[src/rtl/uart_rx_fifo.sv]
// uart_rx_fifo: 16x-oversampled UART receiver with FWFT RX FIFO and sticky error flags; UART_RX_PARITY_EN adds parity check
module uart_rx_fifo #(
   parameter int CLK_FREQ   = 100_000_000,
   parameter int BAUD       = 115200,
   parameter int DATA_BITS  = 8,
   parameter int FIFO_DEPTH = 16,
   parameter int PARITY_ODD = 0,
   localparam int AW = $clog2(FIFO_DEPTH)
) (
   input  logic                 clk,
   input  logic                 reset,
   input  logic                 rx,
   input  logic                 rd_en,
   output logic [DATA_BITS-1:0] rd_data,
   output logic                 empty,
   output logic                 full,
   output logic [AW:0]          count,
   output logic                 overflow,
   output logic                 frame_err,
   output logic                 parity_err,
   input  logic                 clr_err
);
   localparam int DIV = CLK_FREQ / (BAUD * 16);
   localparam int TW  = $clog2(DIV + 1);
   typedef enum logic [2:0] {
      IDLE,
      START,
      DATA,
`ifdef UART_RX_PARITY_EN
      PARITY,
`endif
      STOP,
      WAIT_HIGH
   } state_t;
   state_t state, state_n;
   logic s1, rx_s, tick, bit_done, start, push_req, push, set_fe, bad_par, do_wr, do_rd;
   logic [TW-1:0] tcnt;
   logic [3:0] scnt, bcnt;
   logic [DATA_BITS-1:0] sh;
   logic [DATA_BITS-1:0] mem [FIFO_DEPTH];
   logic [AW-1:0] wp, rp;
`ifdef UART_RX_PARITY_EN
   logic set_pe;
`endif
   assign tick     = tcnt == TW'(DIV - 1);
   assign bit_done = tick && scnt == (state == START ? 4'd7 : 4'd15);
   assign start    = state == IDLE && !rx_s;
   always_comb begin
      state_n  = state;
      push_req = 1'b0;
      set_fe   = 1'b0;
`ifdef UART_RX_PARITY_EN
      set_pe   = 1'b0;
`endif
      case (state)
         IDLE:      state_n = rx_s ? IDLE : START;
         START:     if (bit_done) state_n = rx_s ? IDLE : DATA;
`ifdef UART_RX_PARITY_EN
         DATA:      if (bit_done && bcnt == 4'(DATA_BITS - 1)) state_n = PARITY;
         PARITY: if (bit_done) begin
            state_n = STOP;
            set_pe  = (^sh ^ rx_s) != 1'(PARITY_ODD);
         end
`else
         DATA:      if (bit_done && bcnt == 4'(DATA_BITS - 1)) state_n = STOP;
`endif
         STOP: if (bit_done) begin
            state_n  = rx_s ? IDLE : WAIT_HIGH;
            push_req = rx_s && !bad_par;
            set_fe   = !rx_s;
         end
         WAIT_HIGH: if (rx_s) state_n = IDLE;
         default:   state_n = IDLE;
      endcase
   end
   always_ff @(posedge clk or posedge reset)
      if (reset) state <= IDLE;
      else state <= state_n;
   // Counters restart on start detect so mid-bit sampling is aligned to the falling edge
   always_ff @(posedge clk or posedge reset)
      if (reset) begin
         s1   <= 1'b1;
         rx_s <= 1'b1;
         tcnt <= '0;
         scnt <= '0;
         bcnt <= '0;
         sh   <= '0;
         push <= 1'b0;
      end else begin
         s1   <= rx;
         rx_s <= s1;
         push <= push_req;
         tcnt <= (start || tick) ? '0 : tcnt + TW'(1);
         if (start) scnt <= '0;
         else if (tick && state != IDLE && state != WAIT_HIGH) scnt <= bit_done ? 4'd0 : scnt + 4'd1;
         if (state == START) bcnt <= '0;
         else if (state == DATA && bit_done) begin
            sh   <= {rx_s, sh[DATA_BITS-1:1]};
            bcnt <= bcnt + 4'd1;
         end
      end
`ifdef UART_RX_PARITY_EN
   always_ff @(posedge clk or posedge reset)
      if (reset) begin
         bad_par    <= 1'b0;
         parity_err <= 1'b0;
      end else begin
         bad_par    <= start ? 1'b0 : (bad_par || set_pe);
         parity_err <= set_pe || (parity_err && !clr_err);
      end
`else
   assign bad_par    = 1'b0;
   assign parity_err = 1'b0;
`endif
   assign empty   = count == '0;
   assign full    = count == (AW+1)'(FIFO_DEPTH);
   assign do_rd   = rd_en && !empty;
   assign do_wr   = push && (!full || do_rd);
   assign rd_data = empty ? '0 : mem[rp];
   always_ff @(posedge clk or posedge reset)
      if (reset) begin
         wp        <= '0;
         rp        <= '0;
         count     <= '0;
         overflow  <= 1'b0;
         frame_err <= 1'b0;
      end else begin
         if (do_wr) wp <= wp + AW'(1);
         if (do_rd) rp <= rp + AW'(1);
         count     <= count + (AW+1)'(do_wr) - (AW+1)'(do_rd);
         overflow  <= (push && full && !rd_en) || (overflow && !clr_err);
         frame_err <= set_fe || (frame_err && !clr_err);
      end
   always_ff @(posedge clk)
      if (do_wr) mem[wp] <= sh;
endmodule
[config.mk]
export PLATFORM = sky130hd
export DESIGN_NAME = uart_rx_fifo
export DESIGN_NICKNAME = d
export VERILOG_FILES = /design/src/rtl/uart_rx_fifo.sv
export SDC_FILE = /design/constraint.sdc
export NUM_CORES = 1
export LEC_CHECK = 0
export ABC_AREA = 1
export CORE_ASPECT_RATIO = 0.7
export CORE_MARGIN = 1
export CORE_UTILIZATION = 65
export CTS_BUF_LIST = sky130_fd_sc_hd__clkbuf_4
export DETAILED_ROUTE_END_ITERATION = 10
export PLACE_DENSITY = 0.95
export SLEW_MARGIN = 20
export SYNTH_ARGS = -nofsm -noshare
export SYNTH_HDL_FRONTEND = slang
export SYNTH_SLANG_ARGS = --single-unit
[constraint.sdc]
create_clock -name clk -period 6.4 [get_ports clk]
set_input_delay 1.92 -clock clk [delete_from_list [all_inputs] [get_ports clk]]
set_output_delay 1.92 -clock clk [all_outputs]
set_load 0.005 [all_outputs]
After elaboration in Yosys (flattened, before gate mapping)
Memories as Yosys holds them, arrays and structs flattened.
Index checks and enable logic that the tools add are counted.
{ "totals": {"regBits": 43, "ramBits": 128, "out_inout_bits": 18, "elab_cells": 85, "memories": 1} }
{ "memory_table": {"columns": ["memory", "words", "width", "read_ports", "rd_clocked_by_memory_dff", "wr", "line_no", "source"], "rows": [
  ["mem", 16, 8, 1, 0, 1, "40", "logic [DATA_BITS-1:0] mem [FIFO_DEPTH];"]
]} }
{ "op_classes": {"addsub": 7, "eq_ne": 13, "muxes": 22, "n_bitwise": 1, "reduce_logical": 28} }
{ "op_table": {"columns": ["op", "n"], "rows": [
  ["two-way mux 4 bit", 6],
  ["adder 4 x 1 -> 4 bit (second input constant)", 4],
  ["two-way mux 3 bit", 5],
  ["case mux 3 bit (5 select lines)", 1],
  ["logical AND 1 bit", 12],
  ["two-way mux 8 bit", 1],
  ["inequality test 2 bit (second input constant)", 4],
  ["two-way mux 1 bit", 7],
  ["adder 6 x 1 -> 6 bit (second input constant)", 1],
  ["equality test 3 x 2 -> 1 bit (second input constant)", 2],
  ["equality test 6 bit (second input constant)", 1],
  ["two-way mux 6 bit", 1],
  ["adder 5 x 1 -> 5 bit", 1],
  ["equality test 5 bit (second input constant)", 1],
  ["logical NOT 1 bit", 5],
  ["logical NOT 5 bit", 1],
  ["subtractor 5 x 1 -> 5 bit", 1],
  ["equality test 4 x 3 -> 1 bit (second input constant)", 1],
  ["equality test 4 bit", 1],
  ["logical OR 1 bit", 4],
  ["AND reduction 4 bit", 1],
  ["nonzero test 2 bit", 2],
  ["equality test 3 x 1 -> 1 bit (second input constant)", 1],
  ["equality test 3 bit (second input constant)", 1],
  ["other kinds (6)", 6]
]} }

Logic depth before layout (Yosys ltp)
Gate-level depths: netlist (run 1).
{ "depth": {"word_depth": 7, "mapped_depth": 15} }

Least setup slack after synthesis (run 1)
No wires, ideal clock.
{ "synth_path": {"path_type": "input port to flip-flop", "startpoint": "input port rd_en", "endpoint": "register count[4]", "t_arrival_ns": 3.293, "required_ns": 6.272, "slack_ns": 2.980, "stages": 10, "n_path_buf": 0, "path_cell_list": "nand2_1 -> nor2_1 -> inv_1 -> nand2_1 -> ha_1 -> inv_1 -> fa_1 -> o21ai_0 -> a21oi_1 -> xor2_1"} }
{ "synth_between": {"elab_chain_cells": 5} }
{ "synth_lines": {"columns": ["element", "line_no", "source"], "rows": [
  ["start, declared", "13", "input logic rd_en,"],
  ["logical AND 1 bit (*)", "117", "assign do_rd = rd_en && !empty;"],
  ["logical OR 1 bit", "118", "assign do_wr = push && (!full || do_rd);"],
  ["logical AND 1 bit", "118", null],
  ["adder 5 x 1 -> 5 bit", "130", "count <= count + (AW+1)'(do_wr) - (AW+1)'(do_rd);"],
  ["subtractor 5 x 1 -> 5 bit (*)", "130", null],
  ["end signal, assigned", "130", null],
  ["end, declared", "17", "output logic [AW:0] count,"]
]} }
Mark *: on every way between the ends. The rest lies on a longest branch, timed or not.
A chain may end at the register's enable or synchronous reset.

Final worst setup path (run 1)
{ "layout_path": {"startpoint": "register rp[0]", "endpoint": "output port rd_data[0]"} }
{ "layout_between": {"elab_chain_cells": 2} }
{ "layout_lines": {"columns": ["element", "line_no", "source"], "rows": [
  ["start, declared", "41", "logic [AW-1:0] wp, rp;"],
  ["start signal, assigned", "129", "if (do_rd) rp <= rp + AW'(1);"],
  ["memory (16 x 8 bit)", null, null],
  ["two-way mux 8 bit", "119", "assign rd_data = empty ? '0 : mem[rp];"],
  ["end, declared", "14", "output logic [DATA_BITS-1:0] rd_data,"]
]} }
Every way passes these cells.

==> results.py, run 1 <==
metrics = {
    "pwr": {
        "power_frac_seq_pct": 46.0,
        "vdd_drop_max_v": 0.000175,
        "internal-power_mw": 1.81,
        "p_leak_nw": 3.41,
        "power_density_nw_per_um2": 342,
        "pwr-share-clk_pct": 25.1,
        "switching_share_pct": 34.1,
        "power.switching_uw": 937,
        "pwr-share-comb_pct": 28.9,
        "total_power_mw": 2.75,
    },
    "route": {
        "drtAntennaViolNets": 0,
        "dr.pass1.iters": 6,
        "viasPerCell": 6.06,
        "drc": 0,
        "drtIter0Drc": 799,
        "vias": 5247,
        "wire_per_inst_um": 19.2,
        "wirelength_mm": 16.6,
    },
    "critical_path": {
        "cp.arrival_ns": 3.11,
        "path_cells": "inv_2 > nand2_1 > nand3_1 > nand3_1 > nand2_1 > nand2_1 > a21oi_1 > clkdlybuf4s50_1",
        "path_buf_inv": 2,
        "cp-end-kind": "output pin",
        "cpPeakStageDelay_ns": 0.77,
        "start_kind": "flip-flop",
        "worstPathRequired_ns": 4.48,
        "crit_top_cell": "nand2_1",
        "cp_max_fo": 65,
        "crit_family": "buffers and inverters",
        "crit_type": "reg2out",
        "crit_slowest_cell": "inv_2",
    },
    "yosys": {
        "yosys_warnings": 0,
        "synthCells": 686,
        "syn-num-nets": 706,
        "syn_area_um2": 7450,
        "yosysTopAreaCell": "edfxtp_1",
        "ys_async_sr_fraction_pct": 25.1,
        "synth_top_cells_by_count": "212 x nand2_1, 128 x edfxtp_1, 112 x nand3_1",
        "yosysTopAreaCellShare_pct": 51.6,
        "ys_seq_area_share_pct": 66.1,
        "synthFlopType": "edfxtp_1",
        "ys_ff_latch": 171,
        "yosys-top-cells-area": "edfxtp_1 52%, dfrtp_1 14%, nand2_1 11%",
        "synth_most_common_cell": "nand2_1",
        "ys_types": 40,
        "syn_avg_cell_area_um2": 10.9,
        "synth-edff-count": 128,
    },
    "sta": {
        "hold_viol": 0,
        "rsz0062_at_grt": "no",
        "maxSlewViolCount": 0,
        "clock.fmax_mhz": 199,
        "setup_tns_ns": 0,
        "period_share_pct": 78.6,
        "tightest_slew_ns": 1.10,
        "max_slew_margin_pct": 27.0,
        "finalSetupViolCount": 0,
        "layout_min_cycle_time_ns": 5.03,
        "finClkSkew_ns": 0.0180,
    },
    "global_routing": {
        "grt_pass1_vias": 5189,
        "grt_overflow_total": 0,
        "antenna_found_initial": 0,
        "grt_max_degree": 67,
        "grt_pass1_wl_mm": 26.7,
        "grtUsageTotal_pct": 30.8,
    },
    "placed_design": {
        "numPlacedInstances": 834,
        "dp_hpwl_mm": 10.3,
        "postPlaceCellArea_um2": 7700,
        "port_buffers": 21,
        "place_congestion": 0.854,
    },
    "cts": {
        "postCtsSetupBuffers": 0,
        "cts_resized": 0,
        "cts-root-buf": "clkbuf_4",
        "cts.sinks": 171,
        "cts.clk_slew.worst_paths_ns": 0.14,
        "clk_path_buf_depth": 2,
        "clkLatencyLatePin_ns": 0.57,
        "cts_tree": "done",
        "cts_hold_buf": 0,
        "cts_buffers": 17,
        "htree_levels": 4,
    },
    "finish": {
        "drive_above_1_share_pct": 8.84,
        "final_cells": 866,
        "final_area_um2": 8030,
        "num-nets-final": 720,
        "n_antenna_cell": 0,
        "area_delta_synth_final_pct": 7.73,
    },
    "floorplan": {
        "io_pins": 23,
        "core_area_um2": 11100,
        "die_width_um": 130,
        "die_y_um": 91.6,
        "dieArea_um2": 11900,
        "start_util_pct": 67.2,
        "rows": 32,
    },
    "outcome": {
        "outcome": "complete, no violations",
    },
    "flow_run": {
        "cap_violations": 0,
    },
    "min_path": {
        "hp-class": "reg2reg",
    },
}
==> worst reg2reg max path, cell delays in order (launching register included) <==
cell and delay, ns:
dfrtp_1 0.41, inv_1 0.08, ha_1 0.22, nand4_1 0.19, nand2_1 0.21, nor2_1 0.24
inv_1 0.09, nand2_1 0.08, ha_1 0.15, inv_1 0.05, fa_1 0.41, o21ai_0 0.24
a21oi_1 0.11, xor2_1 0.15
==> power by group through the flow <==
| stage | clock network (mW) | registers, mW | logic, mW |
|---|---|---|---|
| 2_1_floorplan | 0 | 1.26 | 0.555 |
| 3_3_place_gp | 0 | 1.28 | 0.736 |
| 3_5_place_dp | 0 | 1.28 | 0.775 |
| 4_1_cts | 0.689 | 1.26 | 0.778 |
| 5_1_grt | 0.735 | 1.27 | 0.866 |
| 6_report | 0.689 | 1.26 | 0.795 |
==> final timing paths <==
path                       slack, ns     start  depth (start not counted)         end
hold reg to reg                 0.37        s1                          0        rx_s
hold / removal                  0.37        s1                          0        rx_s
min in group asynchronous       1.77     reset                          3       wp[1]
max in group asynchronous       4.23     reset                          3       rp[0]
setup reg to reg                3.67  count[2]                         13    count[4]
setup / recovery                1.37     rp[0]                          8  rd_data[0]
==> kinds of logic after synthesis <==
kind of cell | synth area share (%)
other | 0.0503
AND/OR/NAND/NOR | 22.8
AO/OA/AOI/OAI | 2.42
buffers and inverters | 4.60
adder cells (fa/ha/maj) | 2.62
flip-flops | 66.1
XOR/XNOR | 1.41
==> state kept, by name, summed over array words and instances (netlist names), 3 cells and up <==
signal / count
mem: 128
sh: 8
rp: 4
count: 5
bcnt: 4
state: 3
scnt: 4
wp: 4
tcnt: 6
==> cell type report <==
class	count	area (um^2)
clock inverter	15	196
fill	691	3070
sequential	171	4920
timing repair buffer	24	233
clock buffer	17	128
multi-input combinational	441	2180
inverter	45	169
tap	153	191
==> metal layers <==
layer  vias to the layer above  part of all wire (%)  global-route usage [%]
met2                       343                    49                    48.0
met3                        46                    11                    6.72
met1                      2513                    37                    42.0
met5                         -                     0                       0
li1                       2345                     -                       -
met4                         0                   2.5                    13.4
==> layout by cell type (no fill, tap or decap), types with 3 or more instances in the layout <==
cell | netlist | final
buf_4 | 9 | 3
bufinv_16 | 0 | 4
edfxtp_1 | 128 | 128
dfrtp_1 | 41 | 40
o21ai_0 | 4 | 4
a21oi_1 | 15 | 15
inv_2 | 11 | 11
xor2_1 | 11 | 11
o21ai_1 | 4 | 4
clkinv_1 | 2 | 5
nand2_1 | 212 | 212
clkdlybuf4s50_1 | 0 | 21
ha_1 | 14 | 14
nor2_1 | 34 | 34
inv_6 | 0 | 3
nand3_1 | 112 | 112
clkbuf_4 | 0 | 17
nand4_1 | 7 | 7
inv_1 | 32 | 31
==> through the flow <==
stage | hold WS (ns) | utilization, % | setup WS [ns]
4_1_cts | 0.374 | 72.4 | 1.36
5_1_grt | 0.377 | 72.4 | 1.16
2_1_floorplan | 0.345 | - | 2.98
3_5_place_dp | 0.354 | 69.4 | 2.04
6_report | 0.372 | 72.4 | 1.37
3_3_place_gp | 0.348 | 69.4 | 2.13
Note: power is estimated with default switching activity, not from simulation.
==> run 2, diff against run 1 <==
--- a/config.mk
+++ b/config.mk
@@ -8,10 +8,10 @@
 export ABC_AREA = 1
 export CORE_ASPECT_RATIO = 0.7
 export CORE_MARGIN = 1
-export CORE_UTILIZATION = 65
+export CORE_UTILIZATION = 57
 export CTS_BUF_LIST = sky130_fd_sc_hd__clkbuf_4
 export DETAILED_ROUTE_END_ITERATION = 10
-export PLACE_DENSITY = 0.95
+export PLACE_DENSITY = 0.89
 export SLEW_MARGIN = 20
 export SYNTH_ARGS = -nofsm -noshare
 export SYNTH_HDL_FRONTEND = slang
==> constraint.sdc (replaced) <==
create_clock -name clk -period 4.2 [get_ports clk]
set_input_delay 1.26 -clock clk [delete_from_list [all_inputs] [get_ports clk]]
set_output_delay 1.26 -clock clk [all_outputs]
set_load 0.005 [all_outputs]
==> run 2 against run 1 <==
- sequential cell count is the same
- final area rose by 0.39%
- critical path depth increased by 1
- register-to-register slack got worse by 2.0 ns
- largest power group unchanged
==> results.py, run 2 (same netlist as run 1, synthesis figures left out) <==
metrics = {
    "outcome": {
        "outcome": "complete, no violations",
    },
    "sta": {
        "maxSlewViolCount": 0,
        "max_slew_margin_pct": 44.5,
        "finClkSkew_ns": 0.0230,
        "rsz0062_at_grt": "no",
        "setup_ws_ns": 0.191,
        "setup_tns_ns": 0,
        "finalSetupViolCount": 0,
        "hold_viol": 0,
        "tightest_slew_ns": 0.829,
        "layout_min_cycle_time_ns": 4.01,
        "clock.fmax_mhz": 249,
        "fin_hold_ws_ns": 0.371,
        "period_share_pct": 95.5,
    },
    "pwr": {
        "switching_share_pct": 34.6,
        "internal-power_mw": 2.70,
        "pwr-share-clk_pct": 22.8,
        "power.switching_mw": 1.43,
        "p_leak_nw": 3.42,
        "total_power_mw": 4.13,
        "power_frac_seq_pct": 47.1,
        "power_density_nw_per_um2": 513,
        "pwr-share-comb_pct": 30.1,
        "vdd_drop_max_v": 0.000230,
    },
    "cts": {
        "cts_hold_buf": 0,
        "cts.sinks": 171,
        "clk_path_buf_depth": 2,
        "cts_tree": "done",
        "cts.clk_slew.worst_paths_ns": 0.15,
        "htree_levels": 4,
        "clkLatencyLatePin_ns": 0.55,
        "cts_buffers": 17,
        "cts-root-buf": "clkbuf_4",
    },
    "min_path": {
        "hold_depth": 0,
        "hold_path_startpoint": "s1",
        "min_to": "rx_s",
        "hp-class": "reg2reg",
    },
    "critical_path": {
        "path_buf_inv": 3,
        "cp.arrival_ns": 2.75,
        "start_kind": "flip-flop",
        "worstPathRequired_ns": 2.94,
        "crit_top_cell": "nand2_1",
        "crit_slowest_cell": "dfrtp_4",
        "ff2ff_setup_slack_ns": 1.66,
        "path_cells": "inv_2 > buf_6 > nand2_1 > nand3_1 > nand3_1 > nand2_1 > nand2_1 > a21oi_1 > clkdlybuf4s50_1",
        "crit_family": "buffers and inverters",
        "r2r_start": "count[3]",
        "crit_type": "reg2out",
        "cp-end-kind": "output pin",
        "cpPeakStageDelay_ns": 0.61,
        "cp_max_fo": 33,
        "r2r_end": "count[4]",
        "reg2reg_depth": 13,
    },
    "global_routing": {
        "grt_pass1_vias": 5053,
        "grt_max_degree": 41,
        "grt_pass1_wl_mm": 26.0,
        "grtUsageTotal_pct": 25.4,
        "antenna_found_initial": 0,
        "grt_overflow_total": 0,
    },
    "flow_run": {
        "cap_violations": 0,
    },
    "finish": {
        "largest_reg_flops": 128,
        "final_util_pct": 64.0,
        "nFillCells": 875,
        "n_antenna_cell": 0,
        "layout_commonest_cell": "nand2_1",
        "register_area_um2": 4930,
        "final_cell_mix": "212 x nand2_1, 128 x edfxtp_1, 112 x nand3_1, 39 x dfrtp_1, 34 x nor2_1",
        "num-nets-final": 725,
        "drive_above_1_share_pct": 9.76,
        "multi_input_comb_area_um2": 2180,
        "top_regs": "mem (128), sh (8), tcnt (6)",
        "area_delta_synth_final_pct": 8.15,
        "max_flop_register": "mem",
    },
    "floorplan": {
        "io_pins": 23,
        "die_y_um": 97.7,
        "start_util_pct": 59.2,
        "die_width_um": 139,
        "rows": 34,
        "dieArea_um2": 13500,
        "core_area_um2": 12600,
    },
    "route": {
        "vias": 5130,
        "dr.pass1.iters": 5,
        "wire_per_inst_um": 18.3,
        "drtAntennaViolNets": 0,
        "viasPerCell": 5.84,
        "drc": 0,
        "drtIter0Drc": 690,
        "wirelength_mm": 16.1,
    },
    "placed_design": {
        "pre_cts_slack_ns": 0.647,
        "dp_hpwl_mm": 10.4,
        "place_congestion": 0.858,
        "port_buffers": 21,
    },
}
-- run 2: cell count changes in the layout (fill, tap and decap cells not counted), sizes merged --
cell and change:
buf +5, bufinv -2, clkbuf +1, clkinv -1, clkinvlp +1
-- run 2: metrics by stage --
| stage | area [um^2] | std cells |
|---|---|---|
| floorplan | 7450 | 686 |
| global placement | 7750 | 847 |
| detailed placement | 7750 | 847 |
| CTS | 8030 | 878 |
| global route | 8060 | 879 |
| finish | 8060 | 879 |
-- run 2: final cells by class --
| cell class | instances | area share (%) |
|---|---|---|
| multi-input cells | 441 | 27.1 |
| clock inverters | 13 | 1.79 |
| well taps | 162 | 2.52 |
| inverters | 45 | 2.10 |
| repair buffers | 29 | 3.65 |
| clock buffers | 18 | 1.68 |
| flip-flops and latches | 171 | 61.2 |
-- run 2: worst max path at each step --
stage / startpoint / endpoint / slack, ns / cells after the start
global placement: rd_en / count[4] / 0.68 / 11
finish: rp[0] / rd_data[5] / 0.19 / 9
floorplan: rd_en / count[4] / 1.44 / 10
CTS: rp[0] / rd_data[5] / 0.07 / 9
detailed placement: rd_en / count[4] / 0.65 / 11
global route: rp[0] / rd_data[4] / 0.04 / 9
-- run 2: timing repair --
action,4_1_cts,5_1_grt
resized for setup,0,4
hold endpoints to repair,0,0
setup buffers,0,1
endpoints found under the setup margin,0,8
-- run 2: power groups by stage --
stage / Combinational (mW) / Clock [mW] / Sequential (mW)
4_1_cts: 1.19 / 0.943 / 1.95
5_1_grt: 1.36 / 1.01 / 1.96
3_5_place_dp: 1.19 / 0 / 1.99
2_1_floorplan: 0.845 / 0 / 1.92
6_report: 1.24 / 0.940 / 1.95
3_3_place_gp: 1.15 / 0 / 1.99
-- run 2: routing by layer --
metal | vias up | GRT usage, % | routed length, um
li1 | 2355 | - | -
met4 | 0 | 11.0 | 444
met2 | 317 | 38.9 | 7340
met3 | 50 | 4.93 | 1690
met5 | - | 0 | 0
met1 | 2408 | 35.9 | 6600
==> run 3, diff against run 2 <==
--- a/config.mk
+++ b/config.mk
@@ -12,7 +12,7 @@
 export CTS_BUF_LIST = sky130_fd_sc_hd__clkbuf_4
 export DETAILED_ROUTE_END_ITERATION = 10
 export PLACE_DENSITY = 0.89
-export SLEW_MARGIN = 20
+export SLEW_MARGIN = 10
 export SYNTH_ARGS = -nofsm -noshare
 export SYNTH_HDL_FRONTEND = slang
 export SYNTH_SLANG_ARGS = --single-unit
==> results of run 3 <==
No change in the layout: final DEF, timing and power equal those of run 2.
